===== config.mk =====
export PLATFORM = sky130hd
export DESIGN_NAME = phold_mc_arbiter
export DESIGN_NICKNAME = d
export VERILOG_FILES = /design/src/rtl/phold_pkg.sv /design/src/rtl/rr_arbiter.sv /design/src/rtl/phold_mc_arbiter.sv
export SDC_FILE = /design/constraint.sdc
export NUM_CORES = 1
export LEC_CHECK = 0
export CAP_MARGIN = 40
export CORE_AREA = 10 10 329 331
export CTS_CLUSTER_SIZE = 28
export DETAILED_ROUTE_END_ITERATION = 8
export DIE_AREA = 0 0 339 341
export GPL_TIMING_DRIVEN = 0
export MAX_ROUTING_LAYER = met4
export PLACE_DENSITY_LB_ADDON = 0.05
export SYNTH_ARGS = -nofsm -noshare
export SYNTH_HDL_FRONTEND = slang
export SYNTH_SLANG_ARGS = --single-unit

===== constraint.sdc =====
create_clock -name clk -period 3.1 [get_ports clk]
set_input_delay 0.31 -clock clk [delete_from_list [all_inputs] [get_ports clk]]
set_output_delay 0.31 -clock clk [all_outputs]
set_load 0.03 [all_outputs]

===== src/rtl/phold_pkg.sv =====
// Shared PHOLD definitions: MC command encodings, return-control field layout
// and the request/response payload records moved through the MC arbiter.
package phold_pkg;

  typedef enum logic [2:0] {
    MC_CMD_RD = 3'd1,
    MC_CMD_WR = 3'd2
  } mc_cmd_e;

  // Width of a core ID field; a single requester still gets one bit.
  function automatic int unsigned id_w(input int unsigned n);
    return (n <= 1) ? 1 : $clog2(n);
  endfunction

  // The core ID sits directly above the core-owned rtnctl bits.
  function automatic int unsigned rtnctl_id_lsb(input int unsigned core_w);
    return core_w;
  endfunction

  typedef struct packed {
    logic [2:0]  cmd;
    logic [3:0]  scmd;
    logic [1:0]  size;
    logic [47:0] vadr;
    logic [63:0] data;
  } mc_rq_fields_t;

  typedef struct packed {
    logic [2:0]  cmd;
    logic [3:0]  scmd;
    logic [63:0] data;
  } mc_rs_fields_t;

endpackage


===== src/rtl/rr_arbiter.sv =====
// Round-robin arbiter: grants the first requester at or after the priority
// pointer and moves the pointer just past the winner.
module rr_arbiter #(
  parameter int unsigned N   = 4,
  parameter int unsigned IDW = 2
) (
  input  logic           clk,
  input  logic           rst_n,
  input  logic [N-1:0]   req_i,
  input  logic           en_i,
  output logic [N-1:0]   gnt_o,
  output logic [IDW-1:0] gnt_id_o,
  output logic           gnt_vld_o
);

  logic [IDW-1:0] rr_q, rr_d, idx;
  logic           found;

  always_comb begin
    found    = 1'b0;
    gnt_id_o = '0;
    idx      = '0;
    for (int unsigned i = 0; i < N; i++) begin
      idx = rr_q + IDW'(i);
      if (!found && req_i[idx]) begin
        found    = 1'b1;
        gnt_id_o = idx;
      end
    end
    gnt_vld_o = en_i & found;
    gnt_o     = gnt_vld_o ? (N'(1) << gnt_id_o) : '0;
    rr_d      = gnt_vld_o ? gnt_id_o + IDW'(1) : rr_q;
  end

  always_ff @(posedge clk or negedge rst_n) begin
    if (!rst_n) rr_q <= '0;
    else        rr_q <= rr_d;
  end

endmodule


===== src/rtl/phold_mc_arbiter.sv =====
// Shares one MC port between PHOLD cores: round-robin request path with ID
// tagging in rtnctl, tag-steered response path and an outstanding counter.
module phold_mc_arbiter
  import phold_pkg::*;
#(
  parameter int unsigned NUM_CORES         = 4,
  parameter int unsigned CORE_RTNCTL_WIDTH = 8,
  parameter int unsigned MC_RTNCTL_WIDTH   = 32
) (
  input  logic                            clk,
  input  logic                            rst_n,
  input  logic [NUM_CORES-1:0]            core_rq_vld,
  input  logic [3*NUM_CORES-1:0]          core_rq_cmd,
  input  logic [4*NUM_CORES-1:0]          core_rq_scmd,
  input  logic [2*NUM_CORES-1:0]          core_rq_size,
  input  logic [48*NUM_CORES-1:0]         core_rq_vadr,
  input  logic [64*NUM_CORES-1:0]         core_rq_data,
  input  logic [CORE_RTNCTL_WIDTH*NUM_CORES-1:0] core_rq_rtnctl,
  output logic [NUM_CORES-1:0]            core_rq_stall,
  output logic                            mc_rq_vld,
  output logic [2:0]                      mc_rq_cmd,
  output logic [3:0]                      mc_rq_scmd,
  output logic [1:0]                      mc_rq_size,
  output logic [47:0]                     mc_rq_vadr,
  output logic [63:0]                     mc_rq_data,
  output logic [MC_RTNCTL_WIDTH-1:0]      mc_rq_rtnctl,
  input  logic                            mc_rq_stall,
  input  logic                            mc_rs_vld,
  input  logic [2:0]                      mc_rs_cmd,
  input  logic [3:0]                      mc_rs_scmd,
  input  logic [63:0]                     mc_rs_data,
  input  logic [MC_RTNCTL_WIDTH-1:0]      mc_rs_rtnctl,
  output logic                            mc_rs_stall,
  output logic [NUM_CORES-1:0]            core_rs_vld,
  output logic [2:0]                      core_rs_cmd,
  output logic [3:0]                      core_rs_scmd,
  output logic [63:0]                     core_rs_data,
  output logic [CORE_RTNCTL_WIDTH-1:0]    core_rs_rtnctl,
  input  logic [NUM_CORES-1:0]            core_rs_stall,
  output logic                            idle,
  output logic                            err_bad_id
);

  localparam int unsigned ID_W   = id_w(NUM_CORES);
  localparam int unsigned ID_LSB = rtnctl_id_lsb(CORE_RTNCTL_WIDTH);

  logic                         rq_full_q, rq_full_d;
  mc_rq_fields_t                rq_q, rq_d, sel_fields;
  logic [MC_RTNCTL_WIDTH-1:0]   rq_rtnctl_q, rq_rtnctl_d;
  logic [CORE_RTNCTL_WIDTH-1:0] sel_rtnctl;
  logic                         rs_full_q, rs_full_d;
  mc_rs_fields_t                rs_q, rs_d;
  logic [CORE_RTNCTL_WIDTH-1:0] rs_rtnctl_q, rs_rtnctl_d;
  logic [ID_W-1:0]              rs_id_q, rs_id_d;
  logic [8:0]                   outstanding_q, outstanding_d;
  logic                         err_q, err_d;

  logic                         can_load, mc_xfer, gnt_vld;
  logic [NUM_CORES-1:0]         gnt;
  logic [ID_W-1:0]              gnt_id;
  logic                         rs_bad, rs_acc, rs_load, rs_drain, dec;

  // A full RQ may still reload in the same cycle it hands off to the MC.
  assign can_load = (!rq_full_q || !mc_rq_stall) && (outstanding_q != 9'd511);
  assign mc_xfer  = rq_full_q & ~mc_rq_stall;

  rr_arbiter #(.N(NUM_CORES), .IDW(ID_W)) u_arb (
    .clk      (clk),
    .rst_n    (rst_n),
    .req_i    (core_rq_vld),
    .en_i     (can_load),
    .gnt_o    (gnt),
    .gnt_id_o (gnt_id),
    .gnt_vld_o(gnt_vld)
  );

  assign core_rq_stall = ~gnt;

  always_comb begin
    sel_fields = '0;
    sel_rtnctl = '0;
    for (int unsigned i = 0; i < NUM_CORES; i++) begin
      if (gnt_id == ID_W'(i)) begin
        sel_fields.cmd  = core_rq_cmd[i*3 +: 3];
        sel_fields.scmd = core_rq_scmd[i*4 +: 4];
        sel_fields.size = core_rq_size[i*2 +: 2];
        sel_fields.vadr = core_rq_vadr[i*48 +: 48];
        sel_fields.data = core_rq_data[i*64 +: 64];
        sel_rtnctl      = core_rq_rtnctl[i*CORE_RTNCTL_WIDTH +: CORE_RTNCTL_WIDTH];
      end
    end
  end

  // Any set bit above the ID field marks a corrupted tag; such responses are
  // consumed from the MC but never delivered or counted.
  assign rs_bad      = |(mc_rs_rtnctl >> (ID_LSB + ID_W));
  assign mc_rs_stall = rs_full_q & core_rs_stall[rs_id_q];
  assign rs_drain    = rs_full_q & ~core_rs_stall[rs_id_q];
  assign rs_acc      = mc_rs_vld & ~mc_rs_stall;
  assign rs_load     = rs_acc & ~rs_bad;
  assign dec         = rs_load & (outstanding_q != 9'd0);

  always_comb begin
    rq_full_d   = rq_full_q;
    rq_d        = rq_q;
    rq_rtnctl_d = rq_rtnctl_q;
    if (gnt_vld) begin
      rq_full_d   = 1'b1;
      rq_d        = sel_fields;
      rq_rtnctl_d = MC_RTNCTL_WIDTH'({gnt_id, sel_rtnctl});
    end else if (mc_xfer) begin
      rq_full_d = 1'b0;
    end

    rs_full_d   = rs_full_q;
    rs_d        = rs_q;
    rs_rtnctl_d = rs_rtnctl_q;
    rs_id_d     = rs_id_q;
    if (rs_load) begin
      rs_full_d   = 1'b1;
      rs_d        = '{cmd: mc_rs_cmd, scmd: mc_rs_scmd, data: mc_rs_data};
      rs_rtnctl_d = mc_rs_rtnctl[CORE_RTNCTL_WIDTH-1:0];
      rs_id_d     = mc_rs_rtnctl[ID_LSB +: ID_W];
    end else if (rs_drain) begin
      rs_full_d = 1'b0;
    end

    outstanding_d = outstanding_q + {8'd0, mc_xfer} - {8'd0, dec};
    err_d         = err_q | (rs_acc & rs_bad);
  end

  always_ff @(posedge clk or negedge rst_n) begin
    if (!rst_n) begin
      rq_full_q     <= 1'b0;
      rq_q          <= '0;
      rq_rtnctl_q   <= '0;
      rs_full_q     <= 1'b0;
      rs_q          <= '0;
      rs_rtnctl_q   <= '0;
      rs_id_q       <= '0;
      outstanding_q <= '0;
      err_q         <= 1'b0;
    end else begin
      rq_full_q     <= rq_full_d;
      rq_q          <= rq_d;
      rq_rtnctl_q   <= rq_rtnctl_d;
      rs_full_q     <= rs_full_d;
      rs_q          <= rs_d;
      rs_rtnctl_q   <= rs_rtnctl_d;
      rs_id_q       <= rs_id_d;
      outstanding_q <= outstanding_d;
      err_q         <= err_d;
    end
  end

  assign mc_rq_vld      = rq_full_q;
  assign mc_rq_cmd      = rq_q.cmd;
  assign mc_rq_scmd     = rq_q.scmd;
  assign mc_rq_size     = rq_q.size;
  assign mc_rq_vadr     = rq_q.vadr;
  assign mc_rq_data     = rq_q.data;
  assign mc_rq_rtnctl   = rq_rtnctl_q;
  assign core_rs_vld    = rs_full_q ? (NUM_CORES'(1) << rs_id_q) : '0;
  assign core_rs_cmd    = rs_q.cmd;
  assign core_rs_scmd   = rs_q.scmd;
  assign core_rs_data   = rs_q.data;
  assign core_rs_rtnctl = rs_rtnctl_q;
  assign idle           = (outstanding_q == 9'd0) & ~rq_full_q & ~rs_full_q;
  assign err_bad_id     = err_q;

endmodule

# Yosys cells after proc, flatten, opt, wreduce, memory -nomap -nowiden
# Index checks and enable logic that the tools add are counted.
[word_totals]
ff_bits = 226
inputBits = 631
out_inout_bits = 244
elab_cells = 99
[classes]
n_addsub = 6
magnitude_cmp = 5
eq_ne = 4
shifts = 2
n_mux = 32
n_bitwise = 18
n_reduce_logical = 16
[ops]
columns = ["cell", "count"]
rows = [
  ["121-bit two-way mux", 4],
  ["8-bit two-way mux", 4],
  ["22-bit OR reduction", 1],
  ["2-bit by 3-bit < comparator with 1-bit output (second input constant)", 5],
  ["1-bit two-way mux", 13],
  ["1-bit bitwise AND", 10],
  ["1-bit binary-select mux with 2-bit select", 5],
  ["9-bit by 1-bit adder with 9-bit output", 1],
  ["9-bit logical NOT", 1],
  ["9-bit inequality test (second input constant)", 1],
  ["9-bit nonzero test", 1],
  ["9-bit by 1-bit subtractor with 9-bit output", 1],
  ["2-bit two-way mux", 4],
  ["4-bit two-way mux", 2],
  ["1-bit by 2-bit << shifter with 4-bit output (first input constant)", 2],
  ["1-bit inverter", 6],
  ["1-bit logical NOT", 5],
  ["2-bit by 1-bit adder with 2-bit output (second input constant)", 2],
  ["2-bit adder (second input constant)", 2],
  ["2-bit equality test (second input constant)", 2],
  ["1-bit logical AND", 4],
  ["4-bit inverter", 1],
  ["2-bit nonzero test", 2],
  ["2-bit by 1-bit equality test with 1-bit output (second input constant)", 1],
  ["3 further kinds", 3],
]

# Longest topological paths before layout
[logic_depth]
ltp_word = 17
ltp_mapped = 17
mapped_depth_nobuf = 15

# Hierarchy
# A second synthesis with hierarchy kept.
[unflattened]
hier_cells = 757
area_unflattened_um2 = 12614.6
[modules_own_cells]
columns = ["module", "instances", "cells_each", "area_each_um2", "seq_area_each_um2"]
rows = [
  ["phold_mc_arbiter", 1, 730, 12395.6, 5605.4],
  ["rr_arbiter", 1, 27, 219.0, 50.0],
]

# Worst setup path after synthesis
# No wires, ideal clock.
[synth_timing]
kind = "input to register"
startpoint = "in mc_rs_rtnctl[14]"
endpoint = "reg outstanding_q[8]"
setup_ns = 0.125
arrival_ns = 3.293
t_required_ns = 2.975
setup_slack_ns = -0.319
stages = 16
n_path_buf = 2
path_cell_list = "or4_4 -> nor4_4 -> and3_4 -> buf_12 -> buf_12 -> and2_1 -> ha_1 -> inv_1 -> ha_1 -> inv_1 -> fa_1 -> inv_1 -> a21oi_1 -> o41ai_1 -> o22ai_1 -> xnor2_1"
[synth_between]
elab_chain_cells = 5
[synth_lines]
columns = ["element", "line", "rtl"]
rows = [
  ["start, declared", "phold_mc_arbiter.sv:32", "input logic [MC_RTNCTL_WIDTH-1:0] mc_rs_rtnctl,"],
  ["22-bit OR reduction", "phold_mc_arbiter.sv:96", "assign rs_bad = |(mc_rs_rtnctl >> (ID_LSB + ID_W));"],
  ["1-bit inverter", "phold_mc_arbiter.sv:100", "assign rs_load = rs_acc & ~rs_bad;"],
  ["1-bit bitwise AND", "phold_mc_arbiter.sv:100", ""],
  ["1-bit bitwise AND", "phold_mc_arbiter.sv:101", "assign dec = rs_load & (outstanding_q != 9'd0);"],
  ["9-bit by 1-bit subtractor with 9-bit output", "phold_mc_arbiter.sv:128", "outstanding_d = outstanding_q + {8'd0, mc_xfer} - {8'd0, dec};"],
  ["named net outstanding_d[8]", "phold_mc_arbiter.sv:55", "logic [8:0] outstanding_q, outstanding_d;"],
  ["end signal, assigned", "phold_mc_arbiter.sv:151", "outstanding_q <= outstanding_d;"],
  ["end, declared", "phold_mc_arbiter.sv:55", ""],
]
# The timed path passes the listed nets, and every way through them passes these cells.
# A chain may end at the register's enable or synchronous reset.

# Worst setup path after layout
[layout_timing]
startpoint = "in mc_rs_rtnctl[17]"
endpoint = "reg outstanding_q[8]"
# The elaborated chain is that of the path after synthesis.

==> flow_summary.json <==
{
  "status": "completed",
  "place.gp.congestion": 0.867,
  "finalSetupTns_ns": 0,
  "final_cells": 3700,
  "die_w_um": 339,
  "place_inst": 3603,
  "nets": 2932,
  "grt_max_degree": 97,
  "numCtsBuffers": 35,
  "slowest_delay_ns": 0.53,
  "crit_top_cell": "inv_2",
  "setup_violations": 0,
  "ys_types": 48,
  "grt_pass1_wl_um": 134000,
  "die_area_sq_mm": 0.116,
  "grt-ovfl-total": 0,
  "maxCapViolations": 0,
  "ys_async_sr_fraction_pct": 100,
  "required_ns": 3.54,
  "synth_seq_area_share_pct": 43.8,
  "path_clk_slew_ns": 0.06,
  "synth_flop_cell": "dfrtp_1",
  "grt_pass1_vias": 16126,
  "area_delta_synth_final_pct": 95.4,
  "clkSinkCount": 226,
  "ant_nets": 0,
  "rows": 117,
  "p_int_mw": 10.3,
  "synth_edf_count": 0,
  "synth_seq_cells": 226,
  "cellPowerDensity_mw_per_mm2": 753,
  "synthCells": 1349,
  "synth.area.top_cells": "dfrtp_1 44%, mux2_4 9.2%, a221oi_1 8.7%, nor2b_1 6.3%, a21oi_1 5.3%",
  "hp-class": "primary input to flip-flop",
  "htreeDepth": 2,
  "clock_path_buffers": 3,
  "yosys_warnings": 0,
  "cp_data_arrival_time_ns": 3.41,
  "ff2ff_setup_slack_ns": 0.18,
  "synth_area_per_cell_sq_um": 9.58,
  "drv_slew": 0,
  "core_region_area_sq_mm": 0.101,
  "layout-drive-gt1-share_pct": 13.6,
  "clock-skew-final_ns": 0.0249,
  "grtUsageTotal_pct": 16.8,
  "final_hold_viol_count": 0,
  "io_buffers": 852,
  "drtPass1Iterations": 6,
  "path_class": "primary input to flip-flop",
  "combPwrFrac_pct": 57.1,
  "max_freq_mhz": 336,
  "max_slew_margin_pct": 46.1,
  "synth_top_cell_by_area": "dfrtp_1",
  "switching_share_pct": 45.6,
  "wl_per_cell_um": 26.8,
  "rsz0062_at_grt": "yes",
  "vias": 14496,
  "die_y_um": 341,
  "cp_slowest_cell": "or4_4",
  "placed_area_sq_mm": 0.0235,
  "drtIter0Drc": 663,
  "antenna_found_initial": 32,
  "switchingPower_mw": 8.66,
  "postLayoutCoreUtil_pct": 24.9,
  "via_per_inst": 3.92,
  "synth.top_cell.area_share_pct": 43.8,
  "leakage_nw": 9.84,
  "ios": 875,
  "final_area_sq_mm": 0.0252,
  "clock_power_share_pct": 20.1,
  "syn_area_sq_mm": 0.0129,
  "path_cells": "clkdlybuf4s50_1 -> or4_4 -> nor4_4 -> and3_4 -> and2_4 -> ha_4 -> inv_2 -> ha_4 -> inv_2 -> fa_2 -> inv_2 -> a21oi_4 -> o41ai_4 -> o22ai_2 -> xnor2_1",
  "drc": 0,
  "max-vdd-ir-drop_v": 0.000351,
  "cts_tree": "yes",
  "worstMarginPinSlew_ns": 0.808,
  "start_util_pct": 12.7,
  "start_kind": "primary input",
  "cts_root_buffer": "clkbuf_16",
  "period_minus_slack_ns": 2.98,
  "share_seq_of_total_power_pct": 22.8,
  "min_period_over_period_pct": 96.0,
  "clkLatencyLatePin_ns": 0.56,
  "cp_max_fo": 3,
  "routed_wl_um": 99300,
  "hpwlAfterDp_um": 83300,
  "crit_path_end_kind": "flip-flop"
}
==> state kept, by name (all words and copies together) (netlist names) <==
name	flops
mc_rq_scmd	4
rs_full_q	1
mc_rq_rtnctl	10
core_rs_data	64
mc_rq_size	2
mc_rq_cmd	3
mc_rq_data	64
u_arb.rr_q	2
core_rs_rtnctl	8
err_bad_id	1
core_rs_cmd	3
mc_rq_vadr	48
rs_id_q	2
mc_rq_vld	1
outstanding_q	9
core_rs_scmd	4
==> cell families (layout without fill, tap and decap cells) <==
group                      Yosys count  count (layout)  share of synthesized area (%)
adders and majority gates           20              20                           2.00
xor gates and xnor gates             8               8                          0.542
AOI/OAI and AO/OA                  408             408                           19.7
and+or+nand+nor                    437             437                           17.2
buffers and inverters              165            1095                           6.97
muxes                               84              84                           9.70
other                                1              54                         0.0290
DFF                                226             226                           43.8
==> cell usage in the layout, fill, tap and decap left out, types with 7 or more instances in the layout <==
master           count
clkbuf_8             7
clkbuf_16           38
a21oi_1            130
buf_2               11
a221oi_1           103
buf_8                7
inv_1               13
a221oi_2            20
buf_4               48
nand2_1            146
nor3_2               8
dfrtp_1            224
a21oi_2              7
diode_2             32
buf_12               7
ha_1                14
nor3_1             118
conb_1              22
clkbuf_2            22
mux2_4              79
nor2b_1            130
o21ai_0            126
clkdlybuf4s50_1    847
nor2_1               7
clkbuf_1            66
==> power by group through the flow <==
stage | clock network, mW | logic, mW | registers (mW)
detailed placement | 0 | 10.5 | 4.37
finish | 3.82 | 10.8 | 4.34
floorplan | 0 | 3.52 | 5.91
global route | 4.11 | 11.7 | 4.48
CTS | 3.99 | 10.9 | 4.35
global placement | 0 | 10.4 | 4.36
==> path summary, 6_finish.rpt <==
kind / from / to / depth (start not counted)
setup / recovery: mc_rs_rtnctl[17] / outstanding_q[8] / 15
hold / removal: mc_rs_rtnctl[19] / rs_full_q / 5
setup reg to reg: u_arb.rr_q[1] / mc_rq_rtnctl[0] / 11
hold reg to reg: mc_rq_data[8] / mc_rq_data[8] / 2
max in group asynchronous: rst_n / u_arb.rr_q[1] / 3
min in group asynchronous: rst_n / core_rs_data[55] / 2
==> worst max-delay path, delay by kind of cell <==
kind                     cells  cell delay (ns)
adder cells (fa/ha/maj)      3             0.66
buffers and inverters        4             0.57
AO/OA/AOI/OAI                3             0.46
AND/OR/NAND/NOR              4             1.26
XOR/XNOR                     1             0.14
==> area by class of cell <==
cell class                      instances  area, sq um
Multi-Input combinational cell        979         6920
Inverter                               18         67.6
Tap cell                             1368         1710
Buffer                                142          921
Fill cell                           11001        76200
Clock inverter                          5         42.5
Timing Repair Buffer                  879         8820
Clock buffer                           51         1010
Antenna cell                           32         80.1
Sequential cell                       226         5660
==> Yosys cell counts (3+ instances only) <==
cell type  number
and3b_1         3
mux2_2          3
o21ai_0       126
nand2_1       147
inv_1          18
a221oi_1      128
a21oi_1       138
clkbuf_1       95
nor2_1          7
dfrtp_1       226
ha_1           19
buf_2           6
mux2_4         79
o21ai_1         5
buf_4          32
xnor2_1         6
nor4_1          4
buf_12          9
nor2b_1       130
buf_1           4
nor3_1        129
==> layer usage <==
layer	global-route usage [%]	vias up	part of all wire, %
li1	-	6782	-
met1	19.0	7065	41
met2	29.2	592	50
met3	5.89	57	7.7
met4	2.06	0	0.92
met5	-	-	0
==> through the flow <==
stage | power [mW] | hold WS [ns] | setup WS (ns)
after global placement | 14.8 | 0.466 | -9.75
after detailed placement | 14.9 | 0.230 | -1.84
final | 19.0 | 0.171 | 0.123
after global routing | 20.3 | 0.181 | -0.0507
after floorplan | 9.43 | 0.0144 | -0.121
after CTS | 19.3 | 0.211 | -0.0643
==> timing repair <==
item                                    CTS  global route
setup buffers                             8             5
endpoints found under the setup margin  138            94
hold endpoints to repair                 35             0
hold buffers                              1             0
gates resized for setup                 110            48
pin swaps                                11            15
Power figures use the tool's default switching activity.
